===== src/rtl/flags_sequencer_pkg.sv =====
// Shared definitions for the flags register write side: command codes,
// architectural flag bit positions and the per-flag update mask order.
package flags_sequencer_pkg;

  typedef enum logic [3:0] {
    CMD_ENTRY   = 4'd0,
    CMD_RESTORE = 4'd1,
    CMD_CLI     = 4'd2,
    CMD_STI     = 4'd3,
    CMD_CLD     = 4'd4,
    CMD_STD     = 4'd5,
    CMD_CLC     = 4'd6,
    CMD_STC     = 4'd7,
    CMD_CMC     = 4'd8
  } FlagsCmd;

  typedef enum int unsigned {
    UF_CF = 0,
    UF_PF = 1,
    UF_AF = 2,
    UF_ZF = 3,
    UF_SF = 4,
    UF_TF = 5,
    UF_IF = 6,
    UF_DF = 7,
    UF_OF = 8
  } UpdateFlags;

  localparam int FLAG_CF = 0;
  localparam int FLAG_PF = 2;
  localparam int FLAG_AF = 4;
  localparam int FLAG_ZF = 6;
  localparam int FLAG_SF = 7;
  localparam int FLAG_TF = 8;
  localparam int FLAG_IF = 9;
  localparam int FLAG_DF = 10;
  localparam int FLAG_OF = 11;

  function automatic logic [8:0] ufMask(input UpdateFlags f);
    logic [8:0] m;
    m    = '0;
    m[f] = 1'b1;
    return m;
  endfunction

endpackage


===== src/rtl/flags_sequencer_if.sv =====
// Command, flags-register and trap signals between the microcode sequencer
// (master) and the flags sequencer (slave).
interface flags_sequencer_if;
  import flags_sequencer_pkg::*;

  logic        cmd_valid;
  logic        cmd_ready;
  FlagsCmd     cmd;
  logic [15:0] cmd_data;
  logic [15:0] flags_cur;
  logic [15:0] flags_in;
  logic [8:0]  update_flags;
  logic [15:0] saved_flags;
  logic        saved_valid;
  logic        done;
  logic        instr_done;
  logic        trap_pending;
  logic        trap_ack;
  logic        int_inhibit;

  modport master (
    output cmd_valid, cmd, cmd_data, flags_cur, instr_done, trap_ack,
    input  cmd_ready, flags_in, update_flags, saved_flags, saved_valid,
           done, trap_pending, int_inhibit
  );

  modport slave (
    input  cmd_valid, cmd, cmd_data, flags_cur, instr_done, trap_ack,
    output cmd_ready, flags_in, update_flags, saved_flags, saved_valid,
           done, trap_pending, int_inhibit
  );

endinterface


===== src/rtl/flags_sequencer_trap_tracker.sv =====
// Single-step trap request and STI interrupt-shadow tracking, advanced by
// instruction retirement.
module trap_tracker
  import flags_sequencer_pkg::*;
(
  input  logic clk,
  input  logic reset_n,
  input  logic entry_clr_i,
  input  logic tf_arm_i,
  input  logic sti_set_i,
  input  logic instr_done_i,
  input  logic trap_ack_i,
  input  logic tf_cur_i,
  output logic trap_pending_o,
  output logic int_inhibit_o
);

  logic tf_shadow_q, tf_shadow_d;
  logic trap_q, trap_d;
  logic inhibit_q, inhibit_d;

  // Later assignments take priority: a trap set beats a same-cycle ack,
  // and accepting ENTRY discards any pending single-step state.
  always_comb begin
    tf_shadow_d = tf_shadow_q;
    trap_d      = trap_q;
    inhibit_d   = inhibit_q;
    if (trap_ack_i) trap_d = 1'b0;
    if (instr_done_i) begin
      inhibit_d = 1'b0;
      if (tf_shadow_q) tf_shadow_d = 1'b0;
      else if (tf_cur_i) trap_d = 1'b1;
    end
    if (tf_arm_i) tf_shadow_d = 1'b1;
    if (sti_set_i) inhibit_d = 1'b1;
    if (entry_clr_i) begin
      trap_d      = 1'b0;
      tf_shadow_d = 1'b0;
    end
  end

  always_ff @(posedge clk) begin
    if (!reset_n) begin
      tf_shadow_q <= 1'b0;
      trap_q      <= 1'b0;
      inhibit_q   <= 1'b0;
    end else begin
      tf_shadow_q <= tf_shadow_d;
      trap_q      <= trap_d;
      inhibit_q   <= inhibit_d;
    end
  end

  assign trap_pending_o = trap_q;
  assign int_inhibit_o  = inhibit_q;

endmodule


===== src/rtl/flags_sequencer.sv =====
// Turns flag-manipulating microcode commands into flags-register write
// pulses: trap entry save/clear, POPF/IRET restore and single-flag ops.
module flags_sequencer
  import flags_sequencer_pkg::*;
#(
  parameter logic [15:0] FLAGS_RESET = 16'h0002
)
(
  input logic              clk,
  input logic              reset_n,
  flags_sequencer_if.slave bus
);

  localparam logic [1:0] ST_IDLE  = 2'd0;
  localparam logic [1:0] ST_SAVE  = 2'd1;
  localparam logic [1:0] ST_CLR   = 2'd2;
  localparam logic [1:0] ST_WRITE = 2'd3;

  logic [1:0]  state_q, state_d;
  FlagsCmd     cmd_q, cmd_d;
  logic [15:0] data_q, data_d;
  logic [15:0] saved_q, saved_d;
  logic        accept;
  logic [8:0]  mask;
  logic [15:0] fin;

  assign bus.cmd_ready = (state_q == ST_IDLE);
  assign accept        = bus.cmd_valid && bus.cmd_ready;

  always_comb begin
    state_d = state_q;
    cmd_d   = cmd_q;
    data_d  = data_q;
    saved_d = saved_q;
    case (state_q)
      ST_IDLE: begin
        if (accept) begin
          cmd_d   = bus.cmd;
          data_d  = bus.cmd_data;
          state_d = (bus.cmd == CMD_ENTRY) ? ST_SAVE : ST_WRITE;
        end
      end
      ST_SAVE: begin
        saved_d = bus.flags_cur;
        state_d = ST_CLR;
      end
      default: state_d = ST_IDLE;
    endcase
  end

  always_ff @(posedge clk) begin
    if (!reset_n) begin
      state_q <= ST_IDLE;
      cmd_q   <= CMD_ENTRY;
      data_q  <= '0;
      saved_q <= FLAGS_RESET;
    end else begin
      state_q <= state_d;
      cmd_q   <= cmd_d;
      data_q  <= data_d;
      saved_q <= saved_d;
    end
  end

  // Single-flag ops rewrite only their bit; CMC reads CF live in the write cycle.
  always_comb begin
    mask = '0;
    fin  = '0;
    if (state_q == ST_CLR) begin
      mask          = ufMask(UF_TF) | ufMask(UF_IF);
      fin           = bus.flags_cur;
      fin[FLAG_TF]  = 1'b0;
      fin[FLAG_IF]  = 1'b0;
    end else if (state_q == ST_WRITE) begin
      fin = bus.flags_cur;
      case (cmd_q)
        CMD_RESTORE: begin
          mask = '1;
          fin  = data_q | FLAGS_RESET;
        end
        CMD_CLI: begin mask = ufMask(UF_IF); fin[FLAG_IF] = 1'b0; end
        CMD_STI: begin mask = ufMask(UF_IF); fin[FLAG_IF] = 1'b1; end
        CMD_CLD: begin mask = ufMask(UF_DF); fin[FLAG_DF] = 1'b0; end
        CMD_STD: begin mask = ufMask(UF_DF); fin[FLAG_DF] = 1'b1; end
        CMD_CLC: begin mask = ufMask(UF_CF); fin[FLAG_CF] = 1'b0; end
        CMD_STC: begin mask = ufMask(UF_CF); fin[FLAG_CF] = 1'b1; end
        CMD_CMC: begin mask = ufMask(UF_CF); fin[FLAG_CF] = ~bus.flags_cur[FLAG_CF]; end
        default: begin mask = '0; fin = '0; end
      endcase
    end
  end

  assign bus.update_flags = mask;
  assign bus.flags_in     = fin;
  assign bus.saved_flags  = saved_q;
  assign bus.saved_valid  = (state_q == ST_SAVE);
  assign bus.done         = (state_q == ST_CLR) || (state_q == ST_WRITE);

  trap_tracker u_trap_tracker (
    .clk            (clk),
    .reset_n        (reset_n),
    .entry_clr_i    (accept && (bus.cmd == CMD_ENTRY)),
    .tf_arm_i       ((state_q == ST_WRITE) && (cmd_q == CMD_RESTORE) &&
                     !bus.flags_cur[FLAG_TF] && data_q[FLAG_TF]),
    .sti_set_i      ((state_q == ST_WRITE) && (cmd_q == CMD_STI) &&
                     !bus.flags_cur[FLAG_IF]),
    .instr_done_i   (bus.instr_done),
    .trap_ack_i     (bus.trap_ack),
    .tf_cur_i       (bus.flags_cur[FLAG_TF]),
    .trap_pending_o (bus.trap_pending),
    .int_inhibit_o  (bus.int_inhibit)
  );

endmodule


===== src/flat_wrapper.sv =====
// flat-port wrapper written by rule: the top's interface ports become plain ports
module flags_sequencer_flat import flags_sequencer_pkg::*;
#(
  parameter logic [15:0] FLAGS_RESET = 16'h0002
)
  (clk, reset_n, bus_cmd_valid, bus_cmd, bus_cmd_data, bus_flags_cur, bus_instr_done, bus_trap_ack, bus_cmd_ready, bus_flags_in, bus_update_flags, bus_saved_flags, bus_saved_valid, bus_done, bus_trap_pending, bus_int_inhibit);
  flags_sequencer_if bus_i ();
  input logic clk;
  input logic reset_n;
  input wire logic [$bits(bus_i.cmd_valid)-1:0] bus_cmd_valid;
  input wire logic [$bits(bus_i.cmd)-1:0] bus_cmd;
  input wire logic [$bits(bus_i.cmd_data)-1:0] bus_cmd_data;
  input wire logic [$bits(bus_i.flags_cur)-1:0] bus_flags_cur;
  input wire logic [$bits(bus_i.instr_done)-1:0] bus_instr_done;
  input wire logic [$bits(bus_i.trap_ack)-1:0] bus_trap_ack;
  output wire logic [$bits(bus_i.cmd_ready)-1:0] bus_cmd_ready;
  output wire logic [$bits(bus_i.flags_in)-1:0] bus_flags_in;
  output wire logic [$bits(bus_i.update_flags)-1:0] bus_update_flags;
  output wire logic [$bits(bus_i.saved_flags)-1:0] bus_saved_flags;
  output wire logic [$bits(bus_i.saved_valid)-1:0] bus_saved_valid;
  output wire logic [$bits(bus_i.done)-1:0] bus_done;
  output wire logic [$bits(bus_i.trap_pending)-1:0] bus_trap_pending;
  output wire logic [$bits(bus_i.int_inhibit)-1:0] bus_int_inhibit;
  assign bus_i.cmd_valid = bus_cmd_valid;
  assign bus_i.cmd = bus_cmd;
  assign bus_i.cmd_data = bus_cmd_data;
  assign bus_i.flags_cur = bus_flags_cur;
  assign bus_i.instr_done = bus_instr_done;
  assign bus_i.trap_ack = bus_trap_ack;
  assign bus_cmd_ready = bus_i.cmd_ready;
  assign bus_flags_in = bus_i.flags_in;
  assign bus_update_flags = bus_i.update_flags;
  assign bus_saved_flags = bus_i.saved_flags;
  assign bus_saved_valid = bus_i.saved_valid;
  assign bus_done = bus_i.done;
  assign bus_trap_pending = bus_i.trap_pending;
  assign bus_int_inhibit = bus_i.int_inhibit;
  flags_sequencer #(.FLAGS_RESET(FLAGS_RESET)) u_core (.clk(clk), .reset_n(reset_n), .bus(bus_i));
endmodule

===== config.mk =====
export PLATFORM = sky130hd
export DESIGN_NAME = flags_sequencer_flat
export DESIGN_NICKNAME = d
export VERILOG_FILES = /design/src/rtl/flags_sequencer_pkg.sv /design/src/rtl/flags_sequencer_if.sv /design/src/rtl/flags_sequencer_trap_tracker.sv /design/src/rtl/flags_sequencer.sv /design/src/flat_wrapper.sv
export SDC_FILE = /design/constraint.sdc
export NUM_CORES = 1
export LEC_CHECK = 0
export BUFFER_PORTS_ARGS = -buffer_cell sky130_fd_sc_hd__buf_4
export CAP_MARGIN = 30
export CORE_MARGIN = 5
export CORE_UTILIZATION = 50
export DETAILED_ROUTE_END_ITERATION = 10
export HOLD_SLACK_MARGIN = 0.02
export PLACE_DENSITY = 0.9
export SYNTH_ARGS = -nofsm -noshare
export SYNTH_HDL_FRONTEND = slang
export SYNTH_HIERARCHICAL = 1
export SYNTH_SLANG_ARGS = --single-unit
export TNS_END_PERCENT = 100

===== constraint.sdc =====
create_clock -name clk -period 3.4 [get_ports clk]
set_clock_uncertainty 0.1 [all_clocks]
set_input_delay 0.51 -clock clk [delete_from_list [all_inputs] [get_ports clk]]
set_output_delay 0.51 -clock clk [all_outputs]
set_load 0.01 [all_outputs]

==> results.md, run 1 <==
* Clk sink count at 40
* Placement Cell Area at 0.002522 mm^2
* WL per Instance at 14.51 um
* CP cell instances: nand3b_1, nor3_4, a22o_1, buf_4
* Unrepaired setup endpoints after global routing: no
* Hold Crit Class: in -> reg
* Vias in the first global route at 1904
* Cell family with most CP delay: simple AND/OR/NAND/NOR gates
* Routability cong. at 0.8942
* Critical path type: reg -> out
* CTS tree: yes
* Register area share after synthesis at 0.4103
* Yosys top cell area share at 0.4103
* Syn nets at 288
* Dpl hpwl at 3.721 mm
* Remaining global-route overflow at 0
* Die Y at 72.48 um
* Post-Route M1 WL at 2.174 mm
* Power Density at 395.3 mW/mm^2
* Post-synthesis register bit count at 40
* Fin Setup TNS at 0 ns
* Max_cap viols at 0
* Pins Over Slew Limit at 0
* Final wirelength at 5.309 mm
* Dominant cells by area after synthesis: dfxtp_1, nand2_1, a21boi_0
* IO Pins at 87
* CTS Buffer Depth at 2
* CP max-delay cell: nor3_4
* Final ANT Viol Nets at 0
* Min cycle time layout at 2.703 ns
* Area leader, netlist: dfxtp_1
* Final core occ at 0.7037
* VDD IR max at 0.2695 mV
* Final period util at 0.7951
* Routed vias/inst at 5.303
* Remaining routing DRC violations at 0
* Share of cells above drive strength 1 at 0.3082
* Via Count at 1941
* Die area at 0.005253 mm^2
* CP Launch Type: flip-flop
* # fillers at 333
* CTS Hold Bufs at 0
* Synthesized area at 0.001952 mm^2
* Top sig layer: met4
* Final setup fails at 0
* Number of cell rows at 22
* Worst Min Path Start: bus_flags_cur[1]
* Final net count at 358
* CP arrival at 2.09 ns
* Avg Cell Area, Syn at 7.902 um^2
* Critical Path End Type: output port
* Htree depth at 2
* Syn Inst Count at 247
* Register Area at 800.8 um^2
* Yosys warns at 6
* Drt pass-1 iters at 4
* Fmax at 369.9 MHz
* Initial Util at 0.5253
* Area growth from synthesis to layout at 33.97%
* Antenna diodes at 0
* Clock Pin Slew Worst Setup and Hold Paths at 0.08 ns
* First-pass GRT wire length at 8.638 mm
* Leakage at 1.138 nW
* Max-slew headroom at 0.4909
* Met3 WL at 516 um
* Num CTS Buffers at 5
* Die width at 72.48 um
* Buf/Inv on CP at 1
* Status: complete, no violations
* Area of the multi-input gates at 997.2 um^2
* Finished Cell Area at 0.002615 mm^2
* Worst-skew pair later-pin latency at 0.28 ns
* Required time worst endpoint at 2.79 ns
* Initial antenna violation count at 0
* Starting DRT DRC Count at 142
* Critical path startpoint: u_core/state_q[1]$_SDFFE_PN0P_
* CP max FO at 19
* Reg-to-reg startpoint: u_core/state_q[1]$_SDFFE_PN0P_
* Root buf cell: clkbuf_8
* Post-CTS sizing at 0
* I/O Buffers at 85
* Met2 Wirelength at 2.582 mm
* Post-synth cell types at 34
* Endpoints failing hold at 0
* GRT Util Overall at 0.2062
* Pin count of the biggest net entering global routing at 40
* Worst Tran Pin Value at 0.7611 ns
* Delay of the slowest critical-path stage at 0.62 ns
* Post-CTS setup buffers at 0
* Core Box Area at 0.003716 mm^2
-- final timing paths --
kind | endpoint | slack, ns | cells past startpoint
worst max-delay path | bus_flags_in[13] | 0.70 | 4
worst min-delay path | u_core/bus.saved_flags[1]$_SDFFE_PN1P_ | 0.35 | 3
worst max register to register | u_core/u_trap_tracker/tf_shadow_q$_SDFFE_PP0P_ | 1.40 | 6
worst min register to register | u_core/bus.saved_flags[2]$_SDFFE_PN0P_ | 0.37 | 2
-- cell usage in the layout, fill, tap and decap left out, drive strengths merged --
cell,Yosys,layout
nand2,77,77
o32a,1,1
o21ai,3,3
o311ai,1,1
nor2,11,11
a21o,3,3
clkinv,0,2
and2,2,2
nand3b,4,4
nor4,2,2
or3b,1,1
o22ai,1,1
dfxtp,40,40
o21a,2,2
nor3b,1,1
inv,5,5
and3,1,1
a21boi,35,35
or4,1,1
a22o,11,11
o22a,1,1
clkbuf,10,6
buf,13,86
a21oi,7,7
nor3,1,1
nand4,1,1
o31ai,1,1
nand2b,6,6
nor2b,1,1
nand3,4,4
-- worst register-to-register path: cells and delay by family, from the launching register on --
kind | cells | cell delay (ns)
buffers and inverters | 1 | 0.04
AO/OA/AOI/OAI | 1 | 0.10
flip-flops | 1 | 0.60
AND/OR/NAND/NOR | 4 | 1.09
-- final cells by class --
class	instances	share of cell area
multi-input cells	179	0.3813
flip-flops and latches	40	0.3062
repair buffers	86	0.2469
clock buffers	6	0.03158
well taps	48	0.02297
inverters	5	0.007177
clock inverters	2	0.003828
-- sequential cells by signal (all words and copies together), names as in the netlist --
name,flops
u_core/u_trap_tracker/tf_shadow_q,1
u_core/u_trap_tracker/trap_pending_o,1
u_core/bus.saved_flags,16
u_core/data_q,15
u_core/u_trap_tracker/int_inhibit_o,1
u_core/cmd_q,4
u_core/state_q,2
-- cells in the mapped netlist --
| cell | n |
|---|---|
| nand2_1 | 77 |
| dfxtp_1 | 40 |
| a21boi_0 | 35 |
| a22o_1 | 11 |
| nor2_1 | 11 |
| clkbuf_1 | 10 |
| a21oi_1 | 7 |
| buf_4 | 6 |
| nand2b_1 | 6 |
| inv_1 | 4 |
| nand3_1 | 4 |
| nand3b_1 | 4 |
| a21o_1 | 3 |
| buf_2 | 3 |
| buf_6 | 3 |
| o21ai_0 | 3 |
| and2_1 | 2 |
| nor4_1 | 2 |
| and3_1 | 1 |
| buf_1 | 1 |
| inv_2 | 1 |
| nand4_1 | 1 |
| nor2b_1 | 1 |
| nor3_4 | 1 |
| nor3b_1 | 1 |
| o21a_1 | 1 |
| o21a_2 | 1 |
| o22a_1 | 1 |
| o22ai_2 | 1 |
| o311ai_0 | 1 |
| o31ai_1 | 1 |
| o32a_1 | 1 |
| or3b_1 | 1 |
| or4_1 | 1 |
-- per-stage QoR --
stage	power [mW]	worst slack [ns]	hold WS, ns	std cells
floorplan	0.6271	1.469	0.3423	247
global route	1.089	0.4901	0.3574	366
finish	1.034	0.6966	0.3500	366
detailed placement	0.7170	1.017	0.3577	358
global placement	0.7120	1.058	0.3502	358
CTS	1.042	0.6783	0.3454	366
-- power breakdown --
part           switching (mW)  internal [mW]  total [mW]
logic                  0.0929         0.0948       0.188
clock network           0.165          0.162       0.327
registers              0.0250          0.494       0.519
-- per-layer routing --
metal,track usage,up-vias
met3,0.06925,2
met2,0.3438,68
met5,0,-
met4,0.04713,0
met1,0.2578,911
li1,-,960
-- logic make-up after synthesis --
group / after synthesis / share of synthesized area
and+or+nand+nor: 113 / 0.2571
DFF: 40 / 0.4103
buffers and inverters: 28 / 0.07884
AOI/OAI and AO/OA: 66 / 0.2538
Power figures use the tool's default switching activity.
==> run 2, diff against run 1 <==
--- a/config.mk
+++ b/config.mk
@@ -8,10 +8,10 @@
 export BUFFER_PORTS_ARGS = -buffer_cell sky130_fd_sc_hd__buf_4
 export CAP_MARGIN = 30
 export CORE_MARGIN = 5
-export CORE_UTILIZATION = 50
+export CORE_UTILIZATION = 47
 export DETAILED_ROUTE_END_ITERATION = 10
 export HOLD_SLACK_MARGIN = 0.02
-export PLACE_DENSITY = 0.9
+export PLACE_DENSITY = 0.86
 export SYNTH_ARGS = -nofsm -noshare
 export SYNTH_HDL_FRONTEND = slang
 export SYNTH_HIERARCHICAL = 1
==> constraint.sdc (replaced) <==
create_clock -name clk -period 2.75 [get_ports clk]
set_clock_uncertainty 0.1 [all_clocks]
set_input_delay 0.4125 -clock clk [delete_from_list [all_inputs] [get_ports clk]]
set_output_delay 0.4125 -clock clk [all_outputs]
set_load 0.01 [all_outputs]
==> run 2 against run 1 <==
Compared with the run above:
- register-to-register slack lost 0.54 ns
- flip-flop and latch count is the same
- global-route usage shrank 1.8 points
- count of clock-buffer cells in the layout grew 1
- critical path type unchanged
==> results.md, run 2 (synthesis results as in run 1) <==
* CTS Hold Bufs at 0
* Required time worst endpoint at 2.24 ns
* CP max-delay cell: dfxtp_1
* GRT Util Overall at 0.1881
* Initial Util at 0.4880
* Max-slew headroom at 0.4747
* Leakage at 1.157 nW
* Pin count of the biggest net entering global routing at 40
* Cell family with most CP delay: compound AO/OA/AOI/OAI gates
* Critical Path End Type: output port
* First-pass GRT wire length at 8.217 mm
* Post-CTS setup buffers at 0
* Buf/Inv on CP at 1
* Share of cells above drive strength 1 at 0.3103
* Worst Tran Pin Value at 0.7879 ns
* Core Box Area at 0.004000 mm^2
* Remaining global-route overflow at 0
* CP cell instances: or3b_1, o22ai_2, o21a_2, a22o_1, buf_4
* Final core occ at 0.6647
* Fin Setup TNS at 0 ns
* Initial antenna violation count at 0
* Final net count at 359
* Number of cell rows at 23
* Num CTS Buffers at 5
* Unrepaired setup endpoints after global routing: no
* Die width at 74.45 um
* Setup Slack @ Placement at 0.5142 ns
* Hold Crit Class: in -> reg
* Number of flip-flops in the largest register at 16
* Pins Over Slew Limit at 0
* Endpoints failing hold at 0
* Final period util at 0.9384
* Fmax at 387.5 MHz
* Dpl hpwl at 3.767 mm
* CTS Buffer Depth at 2
* Drt pass-1 iters at 4
* Root buf cell: clkbuf_8
* Final wirelength at 5.309 mm
* Status: complete, no violations
* Clock Pin Slew Worst Setup and Hold Paths at 0.08 ns
* Critical path type: reg -> out
* CP max FO at 12
* Die area at 0.005542 mm^2
* Finished Cell Area at 0.002659 mm^2
* Die Y at 74.45 um
* CP arrival at 2.07 ns
* Antenna diodes at 0
* CTS tree: yes
* Clk sink count at 40
* Post-CTS sizing at 0
* Worst-skew pair later-pin latency at 0.29 ns
* Power Density at 523.1 mW/mm^2
* I/O Buffers at 85
* WL per Instance at 14.39 um
* Min cycle time layout at 2.581 ns
* Routed vias/inst at 5.209
* Max_cap viols at 0
* Vias in the first global route at 1851
* IO Pins at 87
* Area growth from synthesis to layout at 36.22%
* Placement Cell Area at 0.002532 mm^2
* CP Launch Type: flip-flop
* Via Count at 1922
* Delay of the slowest critical-path stage at 0.53 ns
* Remaining routing DRC violations at 0
* Commonest non-fill, non-tap cell in the layout: buf_4
* Final worst slack at 0.1694 ns
* Htree depth at 2
* Final ANT Viol Nets at 0
* Starting DRT DRC Count at 95
* Most frequent cells in the layout: buf_4, nand2_1, dfxtp_1, a21boi_0
* Routability cong. at 0.8806
* Final setup fails at 0
* R2R setup slack at 0.86 ns
* VDD IR max at 0.6213 mV
[run 2: changes by cell type in the layout (fill, tap and decap cells not counted)]
cell and delta:
clkinv_2 -2, buf_4 +1, bufinv_16 +1, clkbuf_8 +1
[run 2: layer usage]
metal,up-vias,wire length [um],global-route usage
li1,963,-,-
met1,892,2233,0.2299
met2,61,2568,0.3141
met3,6,456,0.05811
met4,0,50,0.06324
met5,-,0,0
[run 2: metrics by stage]
stage                     power [mW]  cells  hold slack [ns]
after CTS                      1.405    369           0.2568
after floorplan               0.7753    247           0.3423
after global routing           1.451    369           0.2573
final                          1.391    369           0.2645
after detailed placement      0.8875    361           0.3583
after global placement        0.8804    361           0.3496
[run 2: area by class of cell]
cell class              instances  area [um^2]
well taps                      50        62.56
multi-input cells             179        997.2
clock inverters                 1        30.03
fillers                       365         1341
flip-flops and latches         40        800.8
repair buffers                 87        653.1
inverters                       5        18.77
clock buffers                   7        96.34
[run 2: path summary, 6_finish.rpt]
kind | from | endpoint | cells past startpoint
setup / recovery | u_core/cmd_q[3]$_SDFFE_PN0P_ | bus_flags_in[4] | 5
hold / removal | bus_flags_cur[1] | u_core/bus.saved_flags[1]$_SDFFE_PN1P_ | 3
hold reg to reg | u_core/bus.saved_flags[12]$_SDFFE_PN0P_ | u_core/bus.saved_flags[12]$_SDFFE_PN0P_ | 2
setup reg to reg | u_core/state_q[1]$_SDFFE_PN0P_ | u_core/cmd_q[3]$_SDFFE_PN0P_ | 4
[run 2: worst register-to-register path, delay by kind of cell (launching register included)]
kind            cells  cell delay [ns]
simple gates        3             1.05
compound gates      1             0.22
flops               1             0.43
[run 2: power breakdown]
group | internal, mW | switching [mW]
clock | 0.320 | 0.197
sequential | 0.610 | 0.0301
combinational | 0.117 | 0.116
==> run 3, diff against run 2 <==
--- a/config.mk
+++ b/config.mk
@@ -7,11 +7,14 @@
 export LEC_CHECK = 0
 export BUFFER_PORTS_ARGS = -buffer_cell sky130_fd_sc_hd__buf_4
 export CAP_MARGIN = 30
+export CELL_PAD_IN_SITES_DETAIL_PLACEMENT = 0
+export CELL_PAD_IN_SITES_GLOBAL_PLACEMENT = 2
 export CORE_MARGIN = 5
-export CORE_UTILIZATION = 47
+export CORE_UTILIZATION = 23
 export DETAILED_ROUTE_END_ITERATION = 10
+export GPL_TIMING_DRIVEN = 1
 export HOLD_SLACK_MARGIN = 0.02
-export PLACE_DENSITY = 0.86
+export PLACE_DENSITY = 0.82
 export SYNTH_ARGS = -nofsm -noshare
 export SYNTH_HDL_FRONTEND = slang
 export SYNTH_HIERARCHICAL = 1
==> constraint.sdc (replaced) <==
create_clock -name clk -period 2.1 [get_ports clk]
set_clock_uncertainty 0.1 [all_clocks]
set_input_delay 0.315 -clock clk [delete_from_list [all_inputs] [get_ports clk]]
set_output_delay 0.315 -clock clk [all_outputs]
set_load 0.01 [all_outputs]
==> run 3 against run 2 <==
Compared with the run above:
- via count is 0.52% higher
- core utilization is 32 points lower
- routed wire length is 21% higher
- combinational power is 57% higher
- non-clock buffer count is 10 higher
- final area is 6.8% higher
- register-to-register slack worse by 0.43 ns
- count of clock-buffer cells in the layout is 2 lower
- global-route usage is 6.6 points lower
- the flow now finishes with violations (setup timing)
- cell count is 18% higher
- flip-flop and latch count stayed put
- first-iteration DRC count is 31% lower
==> results.md, run 3 (synthesis results as in run 1) <==
* Status: finished, violations left
* Failing checks: setup timing
* R2R setup slack at 0.43 ns
* Placed instance count at 425
* Max_cap viols at 0
* Max-slew headroom at 0.6968
* Routed vias/inst at 4.452
* Worst Tran Pin Value at 0.4549 ns
* Pins Over Slew Limit at 0
* Final core occ at 0.3438
* Number of cell rows at 33
* Via Count at 1932
* Critical Path End Type: output port
* Final worst slack at -0.04236 ns
* Power Density at 598.7 mW/mm^2
* Die area at 0.01043 mm^2
* Fmax at 466.8 MHz
* Initial Util at 0.2364
* Hold Path Depth at 3
* Number of flip-flops in the largest register at 16
* IO Pins at 87
* Final period util at 1.020
* Post-route insts no fill at 434
* CP arrival at 1.73 ns
* Most frequent cells in the layout: buf_4, nand2_1, a21boi_0, dfxtp_1, a22o_1
* Critical path type: reg -> out
* Final ANT Viol Nets at 0
* CP Launch Type: flip-flop
* Initial antenna violation count at 0
* Final wirelength at 6.426 mm
* Reg-to-reg startpoint: u_core/state_q[1]$_SDFFE_PN0P_
* R2R Path End: u_core/bus.saved_flags[14]$_SDFFE_PN0P_
* # fillers at 917
* Final net count at 370
* Starting DRT DRC Count at 66
* Clk sink count at 40
* Num CTS Buffers at 5
* Unrepaired setup endpoints after global routing: yes
* Drt pass-1 iters at 4
* Leakage at 1.203 nW
* VDD IR max at 0.2490 mV
* Min cycle time layout at 2.142 ns
* Finished Cell Area at 0.002839 mm^2
* Die Y at 102.1 um
* CTS Buffer Depth at 2
* Worst Min Path Start: bus_flags_cur[1]
* Endpoints failing hold at 0
* Worst hold path endpoint: u_core/bus.saved_flags[1]$_SDFFE_PN1P_
* Remaining routing DRC violations at 0
* Final setup fails at 12
* Pin count of the biggest net entering global routing at 40
* Area growth from synthesis to layout at 45.45%
* WL per Instance at 14.81 um
* Clock Pin Slew Worst Setup and Hold Paths at 0.09 ns
* Setup Slack @ Placement at 0.1147 ns
* GRT Util Overall at 0.1226
* I/O Buffers at 85
* Routability cong. at 0.7477
* Dpl hpwl at 4.663 mm
* Vias in the first global route at 1879
* Remaining global-route overflow at 0
* CTS tree: yes
* Die width at 102.1 um
* Root buf cell: clkbuf_8
* Hold Crit Class: in -> reg
* Htree depth at 2
* Worst-skew pair later-pin latency at 0.29 ns
* Required time worst endpoint at 1.68 ns
* Antenna diodes at 0
* Share of cells above drive strength 1 at 0.3587
* Core Box Area at 0.008258 mm^2
* First-pass GRT wire length at 9.832 mm
* Reg2Reg Depth at 6
* Commonest non-fill, non-tap cell in the layout: buf_4
* Placement Cell Area at 0.002681 mm^2
* CP max FO at 6
[run 3: cell types whose count changed in the layout (fill, tap and decap cells not counted), moves of 2 or more]
cell | previous run | this run
buf_4 | 87 | 93
dfxtp_1 | 40 | 35
dfxtp_2 | 0 | 4
buf_6 | 0 | 3
clkbuf_8 | 7 | 5
nand2b_1 | 6 | 4
nand2b_4 | 0 | 2
o21a_4 | 0 | 2
[run 3: final cells by class]
class                           instances  area [um^2]  area share
Clock inverter                          2        12.51    0.004407
Multi-Input combinational cell        180         1046      0.3684
Sequential cell                        40        809.5      0.2851
Clock buffer                            5        68.82     0.02424
Tap cell                              105        131.4     0.04628
Inverter                                5        18.77    0.006611
Timing Repair Buffer                   97        752.0      0.2649
[run 3: timing repair]
| action | in CTS | in global routing |
|---|---|---|
| setup endpoints to repair | 16 | 19 |
| buffers inserted | 1 | 0 |
| hold endpoints to repair | 0 | 0 |
| gates resized for setup | 7 | 10 |
| pin swaps | 9 | 8 |
| hold buffers | 0 | 0 |
| cloned | 1 | 0 |
[run 3: routing by layer]
metal  share of wire  GRT usage  vias up
met1            0.47     0.1634      882
met4          0.0022    0.02725        0
met3           0.080    0.04437        2
li1                -          -      991
met2            0.45     0.1904       57
met5               0          0        -
[run 3: per-stage QoR]
stage          hold slack [ns]  TNS, ns  power [mW]
6_report                0.1386  -0.3239       1.700
5_1_grt                 0.1344   -1.133       1.800
4_1_cts                 0.1271  -0.9112       1.724
3_5_place_dp            0.3579        0       1.194
3_3_place_gp            0.3522        0       1.190
2_1_floorplan           0.3325        0       1.015
[run 3: power breakdown]
part / switching [mW] / internal (mW) / total (mW)
registers: 0.0283 / 0.800 / 0.828
logic: 0.184 / 0.181 / 0.365
clock network: 0.280 / 0.226 / 0.506
[run 3: worst max-delay path by stage]
stage | cells past startpoint | end | slack [ns] | from
2_1_floorplan | 5 | bus_flags_in[12] | 0.36 | u_core/cmd_q[2]$_SDFFE_PN0P_
3_3_place_gp | 5 | bus_flags_in[15] | 0.14 | u_core/cmd_q[0]$_SDFFE_PN0P_
3_5_place_dp | 5 | bus_flags_in[6] | 0.11 | u_core/cmd_q[0]$_SDFFE_PN0P_
4_1_cts | 5 | bus_flags_in[15] | -0.1 | u_core/cmd_q[2]$_SDFFE_PN0P_
5_1_grt | 5 | bus_flags_in[2] | -0.11 | u_core/cmd_q[2]$_SDFFE_PN0P_
6_report | 5 | bus_flags_in[15] | -0.04 | u_core/cmd_q[2]$_SDFFE_PN0P_
[run 3: worst max-delay path, stage by stage (launching register included)]
cell and delay, ns:
dfxtp_1 0.31, or3b_4 0.41, o22ai_4 0.22, o21a_4 0.23
a22o_1 0.14, buf_4 0.12
